## src/rtl/sram_arb_pkg.sv

```systemverilog
// rtl/sram_arb_pkg.sv - shared constants and types for the frame SRAM arbiter
package sram_arb_pkg;
  localparam int AW    = 20;
  localparam int DW    = 24;
  localparam int DEPTH = 65536;

  typedef logic port_id_t;

  typedef struct packed {
    logic          we;
    logic [AW-1:0] addr;
    logic [DW-1:0] wdata;
  } cmd_t;
endpackage

```

## src/rtl/rr_arb2.sv

```systemverilog
// rtl/rr_arb2.sv - two-input round-robin grant; a tie goes to the port not granted last
module rr_arb2
  import sram_arb_pkg::*;
(
  input  logic       clk,
  input  logic       rst_n,
  input  logic [1:0] valid,
  input  logic       accept,
  output logic [1:0] grant
);
  port_id_t r_last;

  always_comb begin
    grant = 2'b00;
    if (valid == 2'b11) begin
      grant = (r_last == 1'b1) ? 2'b01 : 2'b10;
    end else begin
      grant = valid;
    end
  end

  // Reset to port 1 so port 0 wins the first tie.
  always_ff @(posedge clk) begin
    if (!rst_n) begin
      r_last <= 1'b1;
    end else if (accept) begin
      r_last <= grant[1];
    end
  end
endmodule

```

## src/rtl/sram_arbiter.sv

```systemverilog
// rtl/sram_arbiter.sv - two-client round-robin arbiter for the single-port frame SRAM
// Optional address range check: SRAM_ARB_RANGE_CHECK_EN.
module sram_arbiter #(
  parameter int AW    = sram_arb_pkg::AW,
  parameter int DW    = sram_arb_pkg::DW,
  parameter int DEPTH = sram_arb_pkg::DEPTH
) (
  input  logic          clk,
  input  logic          rst_n,
  input  logic          p0_valid,
  output logic          p0_ready,
  input  logic          p0_we,
  input  logic [AW-1:0] p0_addr,
  input  logic [DW-1:0] p0_wdata,
  output logic          p0_rvalid,
  output logic [DW-1:0] p0_rdata,
  output logic          p0_err,
  input  logic          p1_valid,
  output logic          p1_ready,
  input  logic          p1_we,
  input  logic [AW-1:0] p1_addr,
  input  logic [DW-1:0] p1_wdata,
  output logic          p1_rvalid,
  output logic [DW-1:0] p1_rdata,
  output logic          p1_err,
  output logic          sram_en,
  output logic          sram_we,
  output logic [AW-1:0] sram_addr,
  output logic [DW-1:0] sram_din,
  input  logic [DW-1:0] sram_dout
);
  import sram_arb_pkg::*;

  logic [1:0]    w_grant;
  logic          w_accept;
  port_id_t      w_owner;
  cmd_t          w_cmd;
  logic          w_issue;
  logic [DW-1:0] w_rdata;

  logic          r_sram_en;
  logic          r_sram_we;
  logic [AW-1:0] r_sram_addr;
  logic [DW-1:0] r_sram_din;
  logic          r_s1_valid;
  logic          r_s2_valid;
  port_id_t      r_s1_owner;
  port_id_t      r_s2_owner;

  rr_arb2 u_rr_arb2 (
    .clk    (clk),
    .rst_n  (rst_n),
    .valid  ({p1_valid, p0_valid}),
    .accept (w_accept),
    .grant  (w_grant)
  );

  assign p0_ready = w_grant[0];
  assign p1_ready = w_grant[1];
  assign w_accept = |w_grant;
  assign w_owner  = w_grant[1];

  always_comb begin
    w_cmd = '{we: p0_we, addr: p0_addr, wdata: p0_wdata};
    if (w_grant[1]) begin
      w_cmd = '{we: p1_we, addr: p1_addr, wdata: p1_wdata};
    end
  end

`ifdef SRAM_ARB_RANGE_CHECK_EN
  localparam logic [31:0] DEPTH_U = 32'(DEPTH);
  logic       w_oor;
  logic       r_s1_oor;
  logic       r_s2_oor;
  logic [1:0] r_err;

  assign w_oor   = (32'(w_cmd.addr) >= DEPTH_U);
  assign w_issue = w_accept && !w_oor;
  assign w_rdata = r_s2_oor ? '0 : sram_dout;
  assign p0_err  = r_err[0];
  assign p1_err  = r_err[1];
`else
  assign w_issue = w_accept;
  assign w_rdata = sram_dout;
  assign p0_err  = 1'b0;
  assign p1_err  = 1'b0;
`endif

  // Read-return stages track owner so data lands on the issuing port two cycles after accept.
  always_ff @(posedge clk) begin
    if (!rst_n) begin
      r_sram_en   <= 1'b0;
      r_sram_we   <= 1'b0;
      r_sram_addr <= '0;
      r_sram_din  <= '0;
      r_s1_valid  <= 1'b0;
      r_s2_valid  <= 1'b0;
      r_s1_owner  <= 1'b0;
      r_s2_owner  <= 1'b0;
`ifdef SRAM_ARB_RANGE_CHECK_EN
      r_s1_oor    <= 1'b0;
      r_s2_oor    <= 1'b0;
      r_err       <= 2'b00;
`endif
    end else begin
      r_sram_en <= w_issue;
      if (w_issue) begin
        r_sram_we   <= w_cmd.we;
        r_sram_addr <= w_cmd.addr;
        r_sram_din  <= w_cmd.wdata;
      end
      r_s1_valid <= w_accept && !w_cmd.we;
      r_s1_owner <= w_owner;
      r_s2_valid <= r_s1_valid;
      r_s2_owner <= r_s1_owner;
`ifdef SRAM_ARB_RANGE_CHECK_EN
      r_s1_oor <= w_oor;
      r_s2_oor <= r_s1_oor;
      r_err    <= {w_accept && w_oor && w_owner, w_accept && w_oor && !w_owner};
`endif
    end
  end

  assign sram_en   = r_sram_en;
  assign sram_we   = r_sram_we;
  assign sram_addr = r_sram_addr;
  assign sram_din  = r_sram_din;

  assign p0_rvalid = r_s2_valid && (r_s2_owner == 1'b0);
  assign p1_rvalid = r_s2_valid && (r_s2_owner == 1'b1);
  assign p0_rdata  = w_rdata;
  assign p1_rdata  = w_rdata;
endmodule

```

## config.mk

```make
export PLATFORM = sky130hd
export DESIGN_NAME = sram_arbiter
export DESIGN_NICKNAME = d
export VERILOG_FILES = /design/src/rtl/sram_arb_pkg.sv /design/src/rtl/rr_arb2.sv /design/src/rtl/sram_arbiter.sv
export SDC_FILE = /design/constraint.sdc
export NUM_CORES = 1
export LEC_CHECK = 0
export CAP_MARGIN = 25
export CELL_PAD_IN_SITES_DETAIL_PLACEMENT = 1
export CELL_PAD_IN_SITES_GLOBAL_PLACEMENT = 2
export CORE_MARGIN = 2
export CORE_UTILIZATION = 20
export DETAILED_ROUTE_END_ITERATION = 8
export GPL_TIMING_DRIVEN = 0
export PLACE_DENSITY_LB_ADDON = 0.1
export SLEW_MARGIN = 20
export SYNTH_ARGS = -nofsm -noshare
export SYNTH_HDL_FRONTEND = slang
export SYNTH_SLANG_ARGS = --single-unit
```

## constraint.sdc

```tcl
create_clock -name clk -period 1.4 [get_ports clk]
set_input_delay 0.42 -clock clk [delete_from_list [all_inputs] [get_ports clk]]
set_output_delay 0.42 -clock clk [all_outputs]
set_load 0.01 [all_outputs]
```

==> flow_summary.json, run 1 <==
{
  "status": "complete, but fails checks",
  "violations": "setup timing",
  "max_freq_mhz": 690,
  "power_switching_uw": 1270,
  "finalCritPeriodShare_pct": 104,
  "drc_errors": 0,
  "rows": 47,
  "final_cells": 791,
  "viasPerCell": 4.26,
  "critPathKind": "reg -> out",
  "cap_violations": 0,
  "power_density_nw_per_um2": 762,
  "maxSlewViolCount": 0,
  "rsz0062_at_grt": "yes",
  "synth-xor-area-share_pct": 0,
  "cp.arrival_ps": 1030,
  "p_seq_share_pct": 37.8,
  "area_delta_synth_final_pct": 66.0,
  "gp_congestion": 0.734,
  "muxShareOfSynthArea_pct": 14.6,
  "fp.dieArea_um2": 18000,
  "tightest_slew_ps": 578,
  "synthAdderAreaFrac_pct": 0,
  "critPathTopFamily": "flip-flops",
  "skew_ps": 7.41,
  "cp.required_ps": 980,
  "start_util_pct": 20.4,
  "wl_um": 12900,
  "clkLatencyLatePin_ps": 300,
  "switching_share_pct": 29.6,
  "h-tree-depth": 2,
  "synth_cell_types": 23,
  "nets": 688,
  "dpl_cell_area_um2": 5570,
  "clockRootBuffer": "clkbuf_16",
  "ir_worst_vdd_uv": 416,
  "cp_max_fo": 3,
  "grt_pass1_vias": 3773,
  "grt_max_degree": 15,
  "finish.instance_area_um2": 5630,
  "ys_seq_elements": 51,
  "grt_pass1_wl_um": 20000,
  "synth_compound_area_share_pct": 16.6,
  "num_io_pins": 218,
  "fp.dieH_um": 134,
  "synthCells": 371,
  "slowest_stage": "dfxtp_4",
  "portBuffers": 190,
  "via_count": 3372,
  "first_pass_iters": 4,
  "postSynthAreaPerCell_um2": 9.14,
  "p_comb_share_pct": 32.6,
  "fin_crit_ps": 1450,
  "yosysWarningCount": 0,
  "drt-initial-drc-count": 85,
  "ant_nets": 0,
  "finalSetupTns_ps": -49.8,
  "dieWidth_um": 134,
  "clockBufferDepth": 2,
  "netlist_area_um2": 3390,
  "intPower_uw": 3020,
  "drive_gt1_share_pct": 26.8,
  "cts.sinks": 51,
  "path_clk_slew_ps": 70,
  "path_buf_inv": 2,
  "place_inst": 782,
  "grt-ovfl-total": 0,
  "synth_top_family_by_area": "simple AND/OR/NAND/NOR gates",
  "hold_viol_final": 0,
  "critical_path.max_stage_delay_ps": 360,
  "synthSimpleGateAreaFrac_pct": 21.2,
  "ys_seq_area_share_pct": 30.1,
  "setup_viol": 1,
  "critical_path.cell_chain": "a21bo_4, inv_4, buf_6",
  "clkPwrFrac_pct": 29.6,
  "antenna_found_initial": 0,
  "antenna_cells": 0,
  "post_drt_wl_per_cell_um": 16.3,
  "slew_headroom_pct": 61.5,
  "grt_usage_pct": 14.2,
  "end_kind": "output pin",
  "core_um2": 16600,
  "place_hpwl_um": 9700,
  "final_cell_mix": "nor2_1, clkdlybuf4s50_1, dlygate4sd2_1",
  "setup_ws_ps": -49.8,
  "hold_class": "reg -> reg",
  "ctsHoldBuffers": 0,
  "leakagePower_uw": 0.00249,
  "tritoncts": "yes",
  "cts_buffers": 5,
  "critPathLaunchType": "register"
}
-- metal layers --
metal / vias to the layer above / wire length (um) / global-route usage [%]
met1: 1618 / 5540 / 17.0
met5: - / 0 / 0
met2: 124 / 6250 / 24.8
met3: 9 / 958 / 4.27
met4: 0 / 113 / 3.16
li1: 1621 / - / -
-- synth_stat cells --
| library cell | instances | area [um^2] |
|---|---|---|
| o32ai_1 | 1 | 8.76 |
| and3_1 | 1 | 6.26 |
| buf_2 | 13 | 65.1 |
| and2_1 | 4 | 25.0 |
| buf_6 | 9 | 101 |
| nand3b_1 | 44 | 330 |
| o31ai_1 | 1 | 7.51 |
| inv_2 | 2 | 7.51 |
| buf_4 | 51 | 383 |
| mux2_1 | 27 | 304 |
| dfxtp_1 | 51 | 1020 |
| nand2_1 | 2 | 7.51 |
| nor2b_1 | 2 | 12.5 |
| conb_1 | 1 | 3.75 |
| nor2_1 | 90 | 338 |
| o211ai_2 | 39 | 488 |
| buf_1 | 3 | 11.3 |
| clkbuf_1 | 5 | 18.8 |
| o211ai_1 | 5 | 37.5 |
| mux2_2 | 17 | 191 |
| a21bo_1 | 1 | 10.0 |
| o21ai_1 | 1 | 5.00 |
| o21a_1 | 1 | 7.51 |
-- path summary, 6_finish.rpt --
check	end	depth (start not counted)	slack, ps	startpoint
max	p1_ready	3	-50	u_rr_arb2.r_last$_SDFFE_PN1P_
min	r_s2_valid$_SDFF_PN0_	1	430	r_s1_valid$_SDFF_PN0_
max reg2reg	sram_addr[13]$_SDFFE_PN0P_	5	130	u_rr_arb2.r_last$_SDFFE_PN1P_
min reg2reg	r_s2_valid$_SDFF_PN0_	1	430	r_s1_valid$_SDFF_PN0_
-- metrics by stage --
step                      worst slack (ps)  util [%]  total power (uW)  hold WS [ps]
after floorplan                       19.3         -              2380           412
after global placement               -1170      33.6              3170           421
after CTS                             -245      33.9              4410           440
final                                -49.8      33.9              4290           434
after global routing                  -107      33.9              4570           451
after detailed placement             -1170      33.6              3200           423
-- power by group through the flow --
stage / combinational [uW] / sequential, uW / clock [uW]
floorplan: 676 / 1700 / 0
global placement: 1510 / 1660 / 0
detailed placement: 1540 / 1660 / 0
CTS: 1440 / 1620 / 1350
global route: 1530 / 1640 / 1390
finish: 1400 / 1620 / 1270
-- cells by family (layout without fill, tap and decap cells) --
kind of cell           Yosys count  after routing
other                            1              2
muxes                           44             44
AOI/OAI and AO/OA               49             49
DFF                             51             51
and+or+nand+nor                143            143
buffers and inverters           83            282
-- flip-flops by register name, summed over array words and instances, names as in the netlist --
name              flops
u_rr_arb2.r_last      1
sram_addr            20
sram_en               1
r_s2_valid            1
r_s1_owner            1
r_s1_valid            1
sram_din             24
sram_we               1
r_s2_owner            1
-- timing repair --
item / CTS / global route
hold endpoints to repair: 0 / 0
endpoints found under the setup margin: 145 / 45
resized for setup: 133 / 19
pin swaps: 2 / 2
setup buffers: 3 / 0
cloned: 0 / 0
-- area by class of cell --
type | count | area [um^2]
Fill cell | 1961 | 11000
Multi-Input combinational cell | 238 | 1800
Timing Repair Buffer | 193 | 1790
Sequential cell | 51 | 1030
Buffer | 79 | 583
Tap cell | 220 | 275
Clock buffer | 7 | 133
Inverter | 2 | 10.0
Clock inverter | 1 | 5.00
-- worst register-to-register path, cell delays in order (launching register included) --
cell and delay [ps]:
dfxtp_4 370, buf_2 250, clkbuf_4 270, nand3b_1 130
o211ai_2 90, nor2_1 60
(Power assumes the default switching activity.)
==> run 2, diff against run 1 <==
--- a/config.mk
+++ b/config.mk
@@ -9,11 +9,12 @@
 export CELL_PAD_IN_SITES_DETAIL_PLACEMENT = 1
 export CELL_PAD_IN_SITES_GLOBAL_PLACEMENT = 2
 export CORE_MARGIN = 2
-export CORE_UTILIZATION = 20
+export CORE_UTILIZATION = 19
 export DETAILED_ROUTE_END_ITERATION = 8
 export GPL_TIMING_DRIVEN = 0
 export PLACE_DENSITY_LB_ADDON = 0.1
 export SLEW_MARGIN = 20
 export SYNTH_ARGS = -nofsm -noshare
 export SYNTH_HDL_FRONTEND = slang
+export SYNTH_HIERARCHICAL = 1
 export SYNTH_SLANG_ARGS = --single-unit
==> flow_summary.json, run 2 <==
{
  "status": "complete, but fails checks",
  "violations": "setup timing",
  "startpoint": "p1_valid",
  "rsz0062_at_grt": "yes",
  "leakagePower_uw": 0.00295,
  "r2r_start": "u_rr_arb2/r_last$_SDFFE_PN1P_",
  "drive_gt1_share_pct": 30.7,
  "rows": 45,
  "n_fill_cell": 1694,
  "critPathLaunchType": "input port",
  "fin_crit_ps": 1550,
  "busiest_layer": "met2",
  "wl_um": 10800,
  "via_count": 2714,
  "grt_usage_pct": 12.6,
  "num_io_pins": 218,
  "clockRootBuffer": "clkbuf_16",
  "postSynthAreaPerCell_um2": 10.9,
  "nets": 606,
  "layout.cells.most_common": "clkdlybuf4s50_1",
  "cp_max_fo": 5,
  "holdPathEnd": "r_s2_owner$_SDFF_PN0_",
  "fp.dieArea_um2": 16700,
  "whs_path_depth": 1,
  "gp_congestion": 0.649,
  "cp.arrival_ps": 1740,
  "hold_viol_final": 0,
  "cap_violations": 0,
  "largest_reg_flops": 24,
  "finish.instance_area_um2": 5630,
  "ctsHoldBuffers": 0,
  "use_met2_pct": 22.1,
  "slowest_stage": "mux2_4",
  "skew_ps": 4.67,
  "yosysWarningCount": 6,
  "place_hpwl_um": 7880,
  "finalCritPeriodShare_pct": 111,
  "clockBufferDepth": 2,
  "final_cell_mix": "clkdlybuf4s50_1, dlygate4sd2_1, buf_4",
  "grt-ovfl-total": 0,
  "ant_nets": 0,
  "synth_area_leaders": "dfxtp_1, o211a_1, mux2_4",
  "drt-initial-drc-count": 45,
  "synth.top_cell.area_share_pct": 34.2,
  "setup_viol": 49,
  "r2r_cells": 7,
  "dpl_cell_area_um2": 5200,
  "critical_path.max_stage_delay_ps": 290,
  "worst-r2r-setup-slack_ps": -150,
  "setup_ws_ps": -153,
  "critical_path.cell_chain": "clkdlybuf4s15_1, a21boi_4, buf_12, buf_12, buf_12, mux2_4, o211a_1",
  "first_pass_iters": 4,
  "synthFlopType": "dfxtp_1",
  "h-tree-depth": 2,
  "reg2reg_to": "sram_din[21]$_SDFFE_PN0P_",
  "yosys.area.top_type": "dfxtp_1",
  "tritoncts": "yes",
  "dieWidth_um": 129,
  "viasPerCell": 3.88,
  "end_kind": "register",
  "drc_errors": 0,
  "synthTopCellsByCount": "buf_4, dfxtp_1, o211a_1",
  "area_delta_synth_final_pct": 88.4,
  "crit_top_cell": "buf_12",
  "netlist_area_um2": 2990,
  "antenna_found_initial": 0,
  "fp.dieH_um": 129,
  "cp.required_ps": 1590,
  "ys_seq_area_share_pct": 34.2,
  "synth_edf_count": 0,
  "start_util_pct": 19.6,
  "grt_pass1_vias": 2967,
  "grt_pass1_wl_um": 15900,
  "portBuffers": 191,
  "grt_util_met3_pct": 5.33,
  "fin_util_pct": 36.9,
  "core_um2": 15300,
  "critPathKind": "in -> reg",
  "grt_max_degree": 15,
  "synth_cell_types": 19,
  "power_density_nw_per_um2": 813,
  "cts.sinks": 51,
  "ir_worst_vdd_uv": 433,
  "path_clk_slew_ps": 70,
  "post_drt_wl_per_cell_um": 15.4,
  "clkLatencyLatePin_ps": 300,
  "synthCells": 273,
  "cts_buffers": 5,
  "whs_ps": 434,
  "hold_class": "reg -> reg",
  "ys_seq_elements": 51,
  "max_freq_mhz": 644,
  "grtUsageMet1_pct": 14.3,
  "maxSlewViolCount": 0,
  "ys_async_sr_fraction_pct": 0,
  "antenna_cells": 0,
  "hold_start": "r_s1_owner$_SDFF_PN0_"
}
run 2: cell types whose count changed after synthesis, moves of 7 or more:
cell,change
mux2_1,-27
o211a_1,+45
nand3b_1,-44
o211ai_2,-39
or2b_1,+18
nand2b_1,+27
nor2_1,-90
buf_2,-7
mux2_4,+29
run 2: cell type report:
type,count,area (um^2),area share (%)
clock buffers,8,156,2.78
multi-input cells,150,1550,27.6
plain buffers,70,594,10.6
well taps,211,264,4.69
repair buffers,208,2030,36.1
inverters,2,7.51,0.133
flip-flops and latches,51,1020,18.2
run 2: cell families (layout without fill, tap and decap cells):
logic type,after synthesis,in the layout,synth area share [%]
and+or+nand+nor,54,54,12.1
DFF,51,51,34.2
buffers and inverters,73,288,16.8
other,1,2,0.126
muxes,45,45,20.6
AOI/OAI and AO/OA,49,49,16.1
run 2: through the flow:
step                      cells  power [uW]  worst slack [ps]  TNS, ps
final                       700        4570              -153    -5020
after global routing        700        4860              -226    -8300
after CTS                   700        4690              -208    -5930
after detailed placement    676        3220              -867   -42380
after global placement      676        3190              -868   -42220
after floorplan             274        2420              -150    -5640
run 2: worst max-delay path by stage:
stage | to
floorplan | sram_addr[0]$_SDFFE_PN0P_
global placement | p1_ready
detailed placement | p1_ready
CTS | sram_din[21]$_SDFFE_PN0P_
global route | sram_din[21]$_SDFFE_PN0P_
finish | sram_din[21]$_SDFFE_PN0P_
run 2: critical path, delay by kind of cell:
kind | cells | cell delay (ps)
muxes | 1 | 290
AOI/OAI and AO/OA | 2 | 420
buffers and inverters | 4 | 600
run 2: per-layer routing:
metal  routed length (um)  up-vias
li1                     -     1321
met1                 4360     1255
met2                 5260      133
met3                 1070        5
met4                   76        0
met5                    0        -
run 2: timing repair:
item	4_1_cts	5_1_grt
setup endpoints to repair	149	62
cloned	4	0
buffers inserted	12	4
pin swaps	8	9
resized for setup	170	18
run 2: report_power, final:
part	switching (uW)	internal [uW]
clock	581	764
combinational	546	1030
sequential	63.6	1590
